**src/rtl/toggle_debounce.sv**
```systemverilog
// toggle_debounce: synchronise a bouncy button, qualify by stability time, emit press/release pulses
module toggle_debounce #(
   parameter int SYNC_STAGES = 2,
   parameter int STABLE_CNT  = 1000,
   parameter int CNT_W       = 16
) (
   input  logic clk,
   input  logic reset_n,
   input  logic btn_in,
   output logic t,
   output logic fall_pulse,
   output logic btn_level,
   output logic busy
);
   typedef enum logic [1:0] {IDLE_LOW, WAIT_HIGH, IDLE_HIGH, WAIT_LOW} state_t;
   if (SYNC_STAGES < 2 || SYNC_STAGES > 4) begin : g_bad_sync
      $error("toggle_debounce: SYNC_STAGES must be 2..4");
   end
   if (STABLE_CNT < 1 || (2 ** CNT_W) <= STABLE_CNT) begin : g_bad_cnt
      $error("toggle_debounce: need STABLE_CNT >= 1 and 2**CNT_W > STABLE_CNT");
   end
   localparam logic [CNT_W-1:0] LAST = CNT_W'(STABLE_CNT);
   logic [SYNC_STAGES-1:0] sync;
   logic                   s;
   state_t                 state;
   logic [CNT_W-1:0]       cnt;
   assign s = sync[SYNC_STAGES-1];
   // bring the raw level into the clk domain
   always_ff @(posedge clk)
      sync <= !reset_n ? '0 : {sync[SYNC_STAGES-2:0], btn_in};
   // qualify each level change by STABLE_CNT+1 consecutive matching samples
   always_ff @(posedge clk) begin
      if (!reset_n) begin
         state      <= IDLE_LOW;
         cnt        <= '0;
         t          <= 1'b0;
         fall_pulse <= 1'b0;
         btn_level  <= 1'b0;
         busy       <= 1'b0;
      end else begin
         t          <= 1'b0;
         fall_pulse <= 1'b0;
         case (state)
            IDLE_LOW: begin
               state <= s ? WAIT_HIGH : IDLE_LOW;
               cnt   <= s ? CNT_W'(1) : '0;
               busy  <= s;
            end
            WAIT_HIGH: begin
               if (!s) begin
                  state <= IDLE_LOW;
                  cnt   <= '0;
                  busy  <= 1'b0;
               end else if (cnt == LAST) begin
                  state     <= IDLE_HIGH;
                  cnt       <= '0;
                  busy      <= 1'b0;
                  btn_level <= 1'b1;
                  t         <= 1'b1;
               end else begin
                  cnt <= cnt + CNT_W'(1);
               end
            end
            IDLE_HIGH: begin
               state <= !s ? WAIT_LOW : IDLE_HIGH;
               cnt   <= !s ? CNT_W'(1) : '0;
               busy  <= !s;
            end
            WAIT_LOW: begin
               if (s) begin
                  state <= IDLE_HIGH;
                  cnt   <= '0;
                  busy  <= 1'b0;
               end else if (cnt == LAST) begin
                  state      <= IDLE_LOW;
                  cnt        <= '0;
                  busy       <= 1'b0;
                  btn_level  <= 1'b0;
                  fall_pulse <= 1'b1;
               end else begin
                  cnt <= cnt + CNT_W'(1);
               end
            end
            default: begin
               state <= IDLE_LOW;
               cnt   <= '0;
               busy  <= 1'b0;
            end
         endcase
      end
   end
endmodule
```
**config.mk**
```make
export PLATFORM = sky130hd
export DESIGN_NAME = toggle_debounce
export DESIGN_NICKNAME = d
export VERILOG_FILES = /design/src/rtl/toggle_debounce.sv
export SDC_FILE = /design/constraint.sdc
export NUM_CORES = 1
export LEC_CHECK = 0
export ABC_AREA = 1
export ABC_CLOCK_PERIOD_IN_PS = 1700
export CORE_UTILIZATION = 55
export DETAILED_ROUTE_END_ITERATION = 8
export PLACE_DENSITY = 0.83
export SKIP_LAST_GASP = 1
export SLEW_MARGIN = 20
export SYNTH_ARGS = -nofsm -noshare
export SYNTH_HDL_FRONTEND = slang
export SYNTH_SLANG_ARGS = --single-unit
export TNS_END_PERCENT = 50
```
**constraint.sdc**
```tcl
create_clock -name clk -period 1.7 [get_ports clk]
set_clock_uncertainty 0.15 [all_clocks]
set_input_delay 0.34 -clock clk [delete_from_list [all_inputs] [get_ports clk]]
set_output_delay 0.34 -clock clk [all_outputs]
set_load 0.01 [all_outputs]
```
==> impl_metrics.csv <==
group,metric,value,unit
outcome,status,"finished, final reports clean",
sta,layout_worst_path_cycle_share,98.46,%
cts,ctsLongestPathBuffers,2,
synthesis,synth_edf_count,0,
floorplan,die_h,49.79,µm
layout,final_util,70.57,%
critical_path,slowest_delay,0.53,ns
floorplan,row_count,16,
critical_path,path_max_fanout,1,
critical_path,critPathKind,"reg2out",
pwr,swShare,21.57,%
global_route,use_met3,3.704,%
global_route,met1_usage,35.00,%
sta,worst_slew_pin_slew,0.3141,ns
routing,routed_wl,2652,µm
sta,rsz0062_at_grt,"yes",
sta,clock.fmax,597.4,MHz
routing,vias_per_cell,5.191,
critical_path,cp_top_family,"buffers and inverters",
cts,cts-root-buf,"clkbuf_4",
cts,clk_latency,0.32,ns
critical_path,reg2reg_slack,0.14,ns
floorplan,ios,7,
layout,area_delta_synth_final,15.84,%
floorplan,die_w,49.79,µm
synthesis,yosysSeqAreaShare,38.25,%
global_route,grt_first_pass_wirelength,4740,µm
synthesis,synth_top_area_share,38.25,%
min_path,holdCritPathClass,"reg2reg",
synthesis,yosys.area.top_type,"dfxtp_1",
critical_path,required,1.21,ns
critical_path,critical_path_buf_inv_count,1,
pwr,switchingPower,195.9,µW
floorplan,initial_core_util,60.92,%
synthesis,yosysWarningCount,0,
synthesis,synth.most_common_cell,"nand2_1",
synthesis,mappedNetlistArea,1256,µm²
routing,vias,1116,
pwr,power.leakage,0.0005533,µW
pwr,vdd_ir_drop_max,0.4782,mV
synthesis,netlist_instances,172,
layout,antenna_cells,0,
synthesis,syn-mean-instance-area,7.304,µm²
synthesis,synthTopCellsByCount,"nand2_1 (27), nor2_1 (26), dfxtp_1 (24), inv_1 (24)",
cts,numCtsBuffers,3,
cts,clk_pin_slew,0.14,ns
floorplan,dieArea,2479,µm²
synthesis,synth_nets,177,
synthesis,yosysUniqueCellTypes,22,
routing,post_drt_wl_per_cell,12.33,µm
routing,drt_iter0_drc,17,
global_route,grt-ovfl-total,0,
pwr,power_frac_comb,3.2,%
pwr,p_per_area,624.1,nW/µm²
critical_path,critPathLaunchType,"register",
global_route,grt_usage,25.45,%
routing,first_pass_iters,4,
critical_path,crit_slowest_cell,"clkdlybuf4s50_1",
cts,cts_tree,"built",
sta,timing.hold.ws,0.2764,ns
sta,fin_crit,1.674,ns
synthesis,synth_area_leaders,"dfxtp_1 (38%), nand2_1 (8.1%), nor2_1 (7.8%), nor2_2 (7.5%), inv_1 (7.2%)",
sta,finalMaxSlewViolations,0,
synthesis,ys_ff_latch,24,
sta,hold_violations,0,
global_route,grt.busiest_layer,"met2",
cts,htree_levels,1,
placed_design,portBuffers,6,
floorplan,core_area,2062,µm²
placed_design,dp_hpwl,1986,µm
sta,setup_violations,0,
synthesis,ys.flop_type,"dfxtp_1",
pwr,pwr-share-seq,62.8,%
pwr,finalPower,908.1,µW
pwr,p_clk_share,33.9,%
cts,clock_sinks,24,
synthesis,async_reset_ff_share,0,%
placed_design,gp_congestion,0.8511,
critical_path,worstPathCellList,"clkdlybuf4s50_1",
routing,drtAntennaViolNets,0,
layout,drive_above_1_share,22.34,%
global_route,met2_usage,41.22,%
pwr,p_int,712.2,µW
layout,final_nets,194,
flow_run,maxCapViolations,0,
global_route,grt_pass1_vias,1069,
global_route,antenna_found_initial,0,
critical_path,cp.arrival,1.18,ns
critical_path,end_kind,"output pin",
global_route,grt_max_degree,14,
routing,route.detailed.drc,0,
sta,maxSlewHeadroom,78.90,%
## layer usage
layer / vias to the layer above / wire length [µm]
met3: 7 / 82
met1: 516 / 1289
met5: - / 0
met2: 23 / 1240
li1: 570 / -
met4: 0 / 40
## worst reg2reg max path: stages, from the launching register on
cell      delay, ns
dfxtp_2        0.36
inv_2          0.05
ha_1           0.19
nand2_1        0.07
clkinv_1       0.07
nand2_2        0.09
nor2_2         0.06
nand2_2        0.09
nand3_4        0.11
buf_12         0.17
nor2_2         0.10
## per-stage QoR
| stage | setup TNS [ns] | instances | setup slack [ns] | area [µm²] |
|---|---|---|---|---|
| 2_1_floorplan | 0 | 172 | 0.2170 | 1256 |
| 3_3_place_gp | 0 | 210 | 0.02845 | 1396 |
| 3_5_place_dp | -0.005287 | 210 | -0.005287 | 1396 |
| 4_1_cts | -0.004534 | 214 | -0.004534 | 1431 |
| 5_1_grt | -0.01334 | 215 | -0.01334 | 1455 |
| 6_report | 0 | 215 | 0.02615 | 1455 |
## flip-flops by register name, summed over array words and instances, names as in the netlist, named ones only
name / cells
t: 1
sync: 2
state: 1
busy: 1
btn_level: 1
cnt: 16
fall_pulse: 1
## final timing paths
path,from,end,cells past startpoint
max reg2reg,cnt[0],cnt[5],10
min reg2reg,sync[0],sync[1],2
min,sync[0],sync[1],2
max,t,t,1
## kinds of logic after synthesis
| logic type | synth area share [%] |
|---|---|
| AO/OA/AOI/OAI | 3.885 |
| XOR/XNOR | 4.881 |
| adder cells (fa/ha/maj) | 1.992 |
| buffers and inverters | 8.366 |
| flip-flops | 38.25 |
| AND/OR/NAND/NOR | 42.63 |
## placed cells by master, fill, tap and decap left out
cell             count
dfxtp_1             22
clkbuf_8             1
a21oi_1              6
nor2_4               2
nand3_1             15
dfxtp_2              2
nor3_1               7
o21ai_0              1
ha_1                 2
clkbuf_4             3
dlygate4sd2_1        1
dlymetal6s2s_1       1
buf_6                1
clkinv_1             1
nand2_1             27
xnor2_1              3
nor2_1              26
nor3b_1              1
nor3_4               3
nor2_2              15
nand3_4              1
nand4_1              1
xor2_1               4
buf_12               1
buf_4                5
inv_1               22
a31oi_1              1
nand2_2              6
inv_2                2
clkdlybuf4s50_1      4
o21bai_1             1
## what timing repair did
| action | in CTS | in global routing |
|---|---|---|
| endpoints found under the setup margin | 2 | 18 |
| hold buffers | 0 | 0 |
| gates resized for setup | 1 | 7 |
| buffers inserted | 0 | 1 |
| endpoints found under the hold margin | 0 | 0 |
## cell type report
class,count,area [µm²]
clock buffers,4,36.28
fillers,173,606.8
inverters,25,93.84
multi-input cells,122,678.2
flip-flops and latches,24,483.0
well taps,27,33.78
repair buffers,13,130.1
## power by group through the flow
stage / registers (µW) / logic, µW / clock network (µW)
final: 571 / 29.2 / 308
after global routing: 572 / 33.0 / 333
after CTS: 571 / 27.5 / 314
after detailed placement: 583 / 27.3 / 0
after global placement: 583 / 25.3 / 0
after floorplan: 582 / 12.4 / 0
Power figures use the tool's default switching activity.
